## src/rtl/multicycle_control_if.sv

```systemverilog
// Instruction and data bus handshake between the multicycle control FSM
// and the memory side. The controller is the master: it raises a request
// and holds it until the matching ack; an ack may arrive in the same cycle
// as the request. data_we is meaningful only while data_req is high.
interface multicycle_control_if;
    logic inst_req;
    logic inst_ack;
    logic data_req;
    logic data_we;
    logic data_ack;

    modport master (
        output inst_req,
        output data_req,
        output data_we,
        input  inst_ack,
        input  data_ack
    );

    modport slave (
        input  inst_req,
        input  data_req,
        input  data_we,
        output inst_ack,
        output data_ack
    );
endinterface

```

## src/rtl/multicycle_control.sv

```systemverilog
// Control FSM for the multicycle core: FETCH -> DECODE -> EXECUTE -> (MEM) -> (WB).
// Drives the instruction/data bus handshakes and all datapath write strobes.
// Handshake: a request stays high until its ack; the ack cycle completes the
// transfer. With BUS_TIMEOUT > 0 an unanswered request is abandoned after
// BUS_TIMEOUT wait cycles, bus_error pulses and the same PC is refetched.
// Optional feature macro: TRAP_ILLEGAL_EN (unknown opcode locks in TRAP
// until reset); when undefined an unknown opcode retires as a NOP.

`ifndef OPCODE_LOAD
`define OPCODE_LOAD     7'b0000011
`define OPCODE_LOAD_FP  7'b0000111
`define OPCODE_MISC_MEM 7'b0001111
`define OPCODE_OP_IMM   7'b0010011
`define OPCODE_AUIPC    7'b0010111
`define OPCODE_STORE    7'b0100011
`define OPCODE_STORE_FP 7'b0100111
`define OPCODE_OP       7'b0110011
`define OPCODE_LUI      7'b0110111
`define OPCODE_BRANCH   7'b1100011
`define OPCODE_JALR     7'b1100111
`define OPCODE_JAL      7'b1101111
`define OPCODE_SYSTEM   7'b1110011
`endif

module multicycle_control #(
    parameter int BUS_TIMEOUT = 0
) (
    input  logic                 clock,
    input  logic                 reset,
    multicycle_control_if.master bus,
    input  logic [6:0]           opcode,
    input  logic                 branch_taken,
    output logic                 ir_write,
    output logic                 imm_write,
    output logic                 alu_a_sel,
    output logic                 alu_b_sel,
    output logic                 reg_write,
    output logic [1:0]           wb_sel,
    output logic                 pc_write,
    output logic [1:0]           pc_source,
    output logic                 bus_error,
    output logic                 illegal_inst,
    output logic [2:0]           state_dbg
);

    typedef enum logic [2:0] {
        S_FETCH   = 3'd0,
        S_DECODE  = 3'd1,
        S_EXECUTE = 3'd2,
        S_MEM     = 3'd3,
        S_WB      = 3'd4,
        S_TRAP    = 3'd5
    } state_t;

    localparam int CW = (BUS_TIMEOUT > 0) ? $clog2(BUS_TIMEOUT + 1) : 1;
    localparam logic [CW-1:0] TMO_VAL = CW'(BUS_TIMEOUT);

    state_t        state;
    state_t        state_next;
    logic [CW-1:0] wait_cnt;
    logic          wait_expired;

    logic is_load;
    logic is_store;
    logic is_mem;
    logic is_jump;
    logic is_wb_op;
    logic is_known;

    logic inst_req_o;
    logic data_req_o;
    logic data_we_o;

    // Opcode classes; IR is stable from DECODE onward so the live opcode is used.
    always_comb begin
        is_load  = (opcode == `OPCODE_LOAD)  || (opcode == `OPCODE_LOAD_FP);
        is_store = (opcode == `OPCODE_STORE) || (opcode == `OPCODE_STORE_FP);
        is_mem   = is_load || is_store;
        is_jump  = (opcode == `OPCODE_JAL)   || (opcode == `OPCODE_JALR);
        is_wb_op = (opcode == `OPCODE_OP)    || (opcode == `OPCODE_OP_IMM) ||
                   (opcode == `OPCODE_LUI)   || (opcode == `OPCODE_AUIPC)  || is_jump;
        is_known = is_mem || is_wb_op || (opcode == `OPCODE_BRANCH) ||
                   (opcode == `OPCODE_MISC_MEM) || (opcode == `OPCODE_SYSTEM);
    end

    // Expiry only counts when the ack is absent: an ack in the expiry cycle wins.
    always_comb begin
        wait_expired = 1'b0;
        if (BUS_TIMEOUT > 0 && wait_cnt == TMO_VAL) begin
            if (state == S_FETCH && !bus.inst_ack) wait_expired = 1'b1;
            if (state == S_MEM   && !bus.data_ack) wait_expired = 1'b1;
        end
    end

    // State register; reset overrides any ack seen in the same cycle.
    always_ff @(posedge clock) begin
        if (reset) state <= S_FETCH;
        else       state <= state_next;
    end

    // Bus wait counter: restarts on every state change or refetch, counts idle wait cycles.
    always_ff @(posedge clock) begin
        if (reset || wait_expired || state_next != state) begin
            wait_cnt <= '0;
        end else if (BUS_TIMEOUT > 0 && (state == S_FETCH || state == S_MEM)) begin
            wait_cnt <= wait_cnt + 1'b1;
        end
    end

    // Next-state logic.
    always_comb begin
        state_next = state;
        case (state)
            S_FETCH: begin
                if (bus.inst_ack)      state_next = S_DECODE;
                else if (wait_expired) state_next = S_FETCH;
            end
            S_DECODE: begin
`ifdef TRAP_ILLEGAL_EN
                state_next = is_known ? S_EXECUTE : S_TRAP;
`else
                state_next = S_EXECUTE;
`endif
            end
            S_EXECUTE: begin
                if (is_mem)        state_next = S_MEM;
                else if (is_wb_op) state_next = S_WB;
                else               state_next = S_FETCH;
            end
            S_MEM: begin
                if (bus.data_ack)      state_next = is_store ? S_FETCH : S_WB;
                else if (wait_expired) state_next = S_FETCH;
            end
            S_WB:    state_next = S_FETCH;
            S_TRAP:  state_next = S_TRAP;
            default: state_next = S_FETCH;
        endcase
    end

    // Output decode; everything is forced low while reset is high.
    always_comb begin
        inst_req_o   = 1'b0;
        data_req_o   = 1'b0;
        data_we_o    = 1'b0;
        ir_write     = 1'b0;
        imm_write    = 1'b0;
        alu_a_sel    = 1'b0;
        alu_b_sel    = 1'b0;
        reg_write    = 1'b0;
        wb_sel       = 2'd0;
        pc_write     = 1'b0;
        pc_source    = 2'd0;
        bus_error    = 1'b0;
        illegal_inst = 1'b0;
        if (!reset) begin
            case (state)
                S_FETCH: begin
                    inst_req_o = !wait_expired;
                    ir_write   = bus.inst_ack;
                    bus_error  = wait_expired;
                end
                S_DECODE: imm_write = 1'b1;
                S_EXECUTE: begin
                    if (is_mem) begin
                        alu_b_sel = 1'b1;
                    end else if (opcode == `OPCODE_OP) begin
                        alu_b_sel = 1'b0;
                    end else if (opcode == `OPCODE_OP_IMM || opcode == `OPCODE_LUI) begin
                        alu_b_sel = 1'b1;
                    end else if (opcode == `OPCODE_AUIPC) begin
                        alu_a_sel = 1'b1;
                        alu_b_sel = 1'b1;
                    end else if (opcode == `OPCODE_JAL) begin
                        alu_a_sel = 1'b1;
                        alu_b_sel = 1'b1;
                        pc_write  = 1'b1;
                        pc_source = 2'd1;
                    end else if (opcode == `OPCODE_JALR) begin
                        alu_b_sel = 1'b1;
                        pc_write  = 1'b1;
                        pc_source = 2'd2;
                    end else if (opcode == `OPCODE_BRANCH) begin
                        alu_a_sel = 1'b1;
                        alu_b_sel = 1'b1;
                        pc_write  = 1'b1;
                        pc_source = branch_taken ? 2'd1 : 2'd0;
                    end else begin
                        // MISC_MEM, SYSTEM and unknown opcodes retire as NOPs.
                        pc_write  = 1'b1;
                    end
                end
                S_MEM: begin
                    data_req_o = !wait_expired;
                    data_we_o  = is_store && !wait_expired;
                    bus_error  = wait_expired;
                    pc_write   = is_store && bus.data_ack;
                end
                S_WB: begin
                    reg_write = 1'b1;
                    if (is_jump) begin
                        wb_sel = 2'd2;
                    end else begin
                        wb_sel   = is_load ? 2'd1 : 2'd0;
                        pc_write = 1'b1;
                    end
                end
                S_TRAP: begin
`ifdef TRAP_ILLEGAL_EN
                    illegal_inst = 1'b1;
`endif
                end
                default: ;
            endcase
        end
    end

    assign bus.inst_req = inst_req_o;
    assign bus.data_req = data_req_o;
    assign bus.data_we  = data_we_o;
    assign state_dbg    = state;

endmodule
```

## src/flat_wrapper.sv

```systemverilog
// flat-port wrapper written by rule: the top's interface ports become plain ports
module multicycle_control_flat 
#(
    parameter int BUS_TIMEOUT = 0
)
  (clock, reset, opcode, branch_taken, ir_write, imm_write, alu_a_sel, alu_b_sel, reg_write, wb_sel, pc_write, pc_source, bus_error, illegal_inst, state_dbg, bus_inst_req, bus_data_req, bus_data_we, bus_inst_ack, bus_data_ack);
  multicycle_control_if bus_i ();
  input  logic clock;
  input  logic reset;
  input  logic [6:0] opcode;
  input  logic branch_taken;
  output logic ir_write;
  output logic imm_write;
  output logic alu_a_sel;
  output logic alu_b_sel;
  output logic reg_write;
  output logic [1:0] wb_sel;
  output logic pc_write;
  output logic [1:0] pc_source;
  output logic bus_error;
  output logic illegal_inst;
  output logic [2:0] state_dbg;
  output wire logic [$bits(bus_i.inst_req)-1:0] bus_inst_req;
  output wire logic [$bits(bus_i.data_req)-1:0] bus_data_req;
  output wire logic [$bits(bus_i.data_we)-1:0] bus_data_we;
  input wire logic [$bits(bus_i.inst_ack)-1:0] bus_inst_ack;
  input wire logic [$bits(bus_i.data_ack)-1:0] bus_data_ack;
  assign bus_inst_req = bus_i.inst_req;
  assign bus_data_req = bus_i.data_req;
  assign bus_data_we = bus_i.data_we;
  assign bus_i.inst_ack = bus_inst_ack;
  assign bus_i.data_ack = bus_data_ack;
  multicycle_control #(.BUS_TIMEOUT(BUS_TIMEOUT)) u_core (.clock(clock), .reset(reset), .bus(bus_i), .opcode(opcode), .branch_taken(branch_taken), .ir_write(ir_write), .imm_write(imm_write), .alu_a_sel(alu_a_sel), .alu_b_sel(alu_b_sel), .reg_write(reg_write), .wb_sel(wb_sel), .pc_write(pc_write), .pc_source(pc_source), .bus_error(bus_error), .illegal_inst(illegal_inst), .state_dbg(state_dbg));
endmodule
```

## config.mk

```make
export PLATFORM = sky130hd
export DESIGN_NAME = multicycle_control_flat
export DESIGN_NICKNAME = d
export VERILOG_FILES = /design/src/rtl/multicycle_control_if.sv /design/src/rtl/multicycle_control.sv /design/src/flat_wrapper.sv
export SDC_FILE = /design/constraint.sdc
export NUM_CORES = 1
export LEC_CHECK = 0
export BUFFER_PORTS_ARGS = -buffer_cell sky130_fd_sc_hd__buf_2
export CORE_MARGIN = 2
export CORE_UTILIZATION = 30
export DETAILED_ROUTE_END_ITERATION = 7
export GPL_TIMING_DRIVEN = 0
export PLACE_DENSITY = 0.62
export SYNTH_ARGS = -nofsm -noshare
export SYNTH_HDL_FRONTEND = slang
export SYNTH_SLANG_ARGS = --single-unit
export TNS_END_PERCENT = 50
```

## constraint.sdc

```tcl
create_clock -name clock -period 1.42 [get_ports clock]
set_clock_uncertainty 0.1 [all_clocks]
set_input_delay 0.213 -clock clock [delete_from_list [all_inputs] [get_ports clock]]
set_output_delay 0.213 -clock clock [all_outputs]
set_load 0.01 [all_outputs]
```

Yosys cells after proc, flatten, opt, wreduce, memory -nomap -nowiden
Cells that the tools add are included.
Storage, ports and cells
  output and inout bits: 18
  bits in latches: 0
  memories kept: 0
  word-level logic and storage cells: 87
  memory bits (writable): 0
  bits in registers: 3
  bits in read-only memories: 0
  input port bits: 12
Cells by class
  multiply operators: 0
  eq/ne operators: 18
  shift operators: 0
  magnitude comparators: 0
  bitwise logic cells: 0
  mux-type cells: 56
  reductions and logical operators: 12
  add/subtract/negate cells: 0
  div/mod/pow operators: 0
Operators with widths (number)
  1-bit two-way mux: 37
  7-bit by 6-bit equality test with 1-bit output, second input constant: 4
  2-bit two-way mux: 12
  7-bit equality test, second input constant: 3
  3-bit two-way mux: 5
  3-bit one-hot mux with 5 select lines: 1
  7-bit by 5-bit equality test with 1-bit output, second input constant: 2
  1-bit logical OR: 9
  7-bit by 2-bit equality test with 1-bit output, second input constant: 1
  7-bit by 3-bit equality test with 1-bit output, second input constant: 1
  3-bit by 2-bit equality test with 1-bit output, second input constant: 2
  3-bit equality test, second input constant: 2
  2-bit != test, second input constant: 2
  3-bit by 1-bit equality test with 1-bit output, second input constant: 1
  3-bit zero test: 1
  1-bit one-hot mux with 3 select lines: 1
  2-bit AND reduction: 1
  1-bit logical AND: 1

Depth between registers and ports, before layout
  word-level depth: 10
  depth in mapped cells: 4
  mapped depth without buffers: 3

Worst setup path after synthesis
OpenSTA, ideal clock, no wires.
  path type: register -> output
  from: register u_core.state[1], in the netlist u_core.state_dbg[1]
  to: output pc_source[1]
  data required time: 1.107 ns
  path buffers: 1
  arrival: 1.577 ns
  slack: -0.470 ns
  cell stages (with the launch flop): 5
  cells stage by stage: dfxtp_1 > buf_4 > or4b_4 > o21bai_1 > nor4_1
Between the ends
  word-level cells in the longest chain between the ends: 3
Ends and longest elaborated chain
  from (decl): RTL line multicycle_control.sv:58  | state_t state;
  from (signal assigned): RTL line multicycle_control.sv:98  | else state <= state_next;
  3-bit by 2-bit equality test with 1-bit output: RTL line multicycle_control.sv:156  | case (state)
  2-bit two-way mux: RTL line multicycle_control.sv:156
  2-bit two-way mux: RTL line multicycle_control.sv:155  | if (!reset) begin
  to (decl): RTL line flat_wrapper.sv:19  | output logic [1:0] pc_source;
Every way passes these cells.

Final worst setup path
  from: register u_core.state[0], in the netlist u_core.state_dbg[0]
  to: output pc_source[1]
The elaborated chain is that of the path after synthesis.

==> results.toml <==
[min_path]
hp-class = "in2reg"
min_path_cells = 2

[sta]
hold_viol = 0
drv_slew = 0
holdWs_ns = 0.199
max_freq_mhz = 497
setup_viol = 13
post-route-period-util = 1.42
period_needed_ns = 2.01
setup_ws_ns = -0.590
rsz0062_at_grt = "true"

[critical_path]
path_max_fanout = 4
crit_required_ns = 1.11
slowest_stage = "or4b_4"
crit_chain = "or4b_4 -> o21bai_4 -> buf_6 -> nor4_4 -> buf_2"
cp-end-kind = "output port"
startpoint_type = "flop"
crit_path_max_incr_delay_ns = 0.52
arrival_ns = 1.70
critical_path_class = "reg2out"
reg2reg_depth = 5

[place]
portBuffers = 27
place.gp.congestion = 0.717
dpl.hpwl_mm = 1.05
place_area_um2 = 672

[yosys]
synth-seq-cells = 3
ys_seq_area_frac = 0.124
syn_avg_cell_area_um2 = 7.10
yosys_warnings = 0
syn_area_um2 = 483
yosys.cell_types.count = 33
syn_inst = 68

[floorplanning]
io_pins = 30
die_x_um = 44.1
row_count = 14
dieHeight_um = 44.1
coreArea_mm2 = 0.00151
initial_core_util = 0.321
dieArea_mm2 = 0.00195

[global_routing]
antenna_found_initial = 0
grt_pass1_vias = 600
track_usage = 0.169
grt_pass1_wl_mm = 2.47
overflow = 0
grt_max_degree = 11

[layout]
mostFrequentLayoutCell = "buf_2"
largest_reg_flops = 3
areaGrowthSynthToFinish_pct = 82.6
final_nets = 122
drive_gt1_frac = 0.587
n_antenna_cell = 0
most-common-layout-cells = "buf_2 (27), buf_4 (8), nor2_1 (6), nand2_1 (5), buf_6 (5)"
fin_area_um2 = 882

[clock_tree]
cts_sinks = 3
clockBufferDepth = 2
cts.clk_slew.worst_paths_ns = 0.04
root_buffer = "clkbuf_4"
cts_tree = "yes"
clock_latency_ns = 0.24
h-tree-depth = 1
cts_buffers = 3

[flow_run]
drv_cap = 0

[routing]
vias_per_cell = 5.50
drt_iter0_markers = 11
vias = 688
wl_mm = 1.63
route.detailed.drc = 0
ant_nets = 0
dr.pass1.iters = 3
routedWlPerCell_um = 13.1

[run_status]
violations = "setup timing"
status = "complete, but fails checks"

[pwr]
ir_drop_mv = 0.196
power_density_mw_per_mm2 = 499
leakage_uw = 0.000392
finalPower_uw = 440
[stage by stage]
stage                      util  TNS [ns]  std cells  setup WS (ns)
after floorplan               -     -1.23         69         -0.273
after global placement    0.446     -1.64        112         -0.370
after detailed placement  0.446     -1.71        112         -0.391
after CTS                 0.552     -5.73        123         -0.634
after global routing      0.586     -3.89        125         -0.651
final                     0.586     -3.30        125         -0.590
[logic make-up after synthesis]
logic type / synth area share
AO/OA/AOI/OAI: 0.288
buffers and inverters: 0.0699
flip-flops: 0.124
other: 0.00776
AND/OR/NAND/NOR: 0.510
[worst max-delay path: cells and delay by family (launching register included)]
kind	cells	cell delay, ns
AO/OA/AOI/OAI	1	0.20
AND/OR/NAND/NOR	2	0.62
buffers and inverters	2	0.28
flip-flops	1	0.34
[cell type report]
| type | count | area, µm² |
|---|---|---|
| multi-input cells | 60 | 508 |
| well taps | 16 | 20.0 |
| fillers | 161 | 624 |
| plain buffers | 2 | 15.0 |
| inverters | 2 | 7.51 |
| flip-flops and latches | 3 | 68.8 |
| clock buffers | 4 | 26.3 |
| repair buffers | 38 | 236 |
[Yosys cell counts]
library cell | number | share of area
or4b_4 | 1 | 0.028
and2_1 | 1 | 0.013
inv_1 | 2 | 0.016
and4bb_1 | 1 | 0.026
clkbuf_1 | 1 | 0.0078
nor2_1 | 7 | 0.054
o21ai_0 | 2 | 0.021
o21a_1 | 2 | 0.031
nor4b_1 | 1 | 0.018
nor3_1 | 2 | 0.021
buf_4 | 3 | 0.047
dfxtp_1 | 3 | 0.12
a2111oi_2 | 1 | 0.031
a211o_1 | 1 | 0.018
nand3b_1 | 2 | 0.031
nor4_1 | 3 | 0.039
nand2_1 | 6 | 0.047
a211oi_1 | 2 | 0.031
a21oi_1 | 2 | 0.021
conb_1 | 1 | 0.0078
and3b_1 | 2 | 0.036
and3_1 | 1 | 0.013
a311oi_1 | 1 | 0.018
or3_1 | 1 | 0.013
nand4bb_2 | 1 | 0.034
nand4_1 | 1 | 0.013
and2b_1 | 1 | 0.016
nand3_1 | 3 | 0.031
nand2b_1 | 3 | 0.039
a221oi_1 | 3 | 0.054
nor2b_1 | 3 | 0.039
o21bai_1 | 3 | 0.047
a21boi_0 | 1 | 0.016
[metal layers]
layer  vias to the layer above  track usage  share of wire
met5                         -            0              0
li1                        341            -              -
met1                       317        0.201           0.42
met4                         0       0.0909          0.020
met2                        25        0.300           0.50
met3                         5       0.0122          0.059
[power breakdown]
| part | leakage [µW] | internal, µW | switching (µW) | total [µW] |
|---|---|---|---|---|
| clock network | 0.0000150 | 106 | 51.8 | 158 |
| registers | 0.0000264 | 88.6 | 5.09 | 93.6 |
| logic | 0.000351 | 86.7 | 102 | 189 |
| total | 0.000392 | 281 | 159 | 440 |
[worst paths after layout]
path                       startpoint             endpoint  slack (ns)
hold / removal                  reset  u_core.state_dbg[2]        0.20
setup reg to reg  u_core.state_dbg[2]  u_core.state_dbg[2]        0.08
hold reg to reg   u_core.state_dbg[0]  u_core.state_dbg[0]        0.46
setup / recovery  u_core.state_dbg[0]         pc_source[1]       -0.59
[what timing repair did]
action	CTS	global route
hold endpoints to repair	0	0
hold buffers	0	0
setup endpoints to repair	13	15
resized for setup	19	10
buffers inserted	7	6
pin swaps	8	4
No activity file was read; power rests on OpenSTA's default activity.
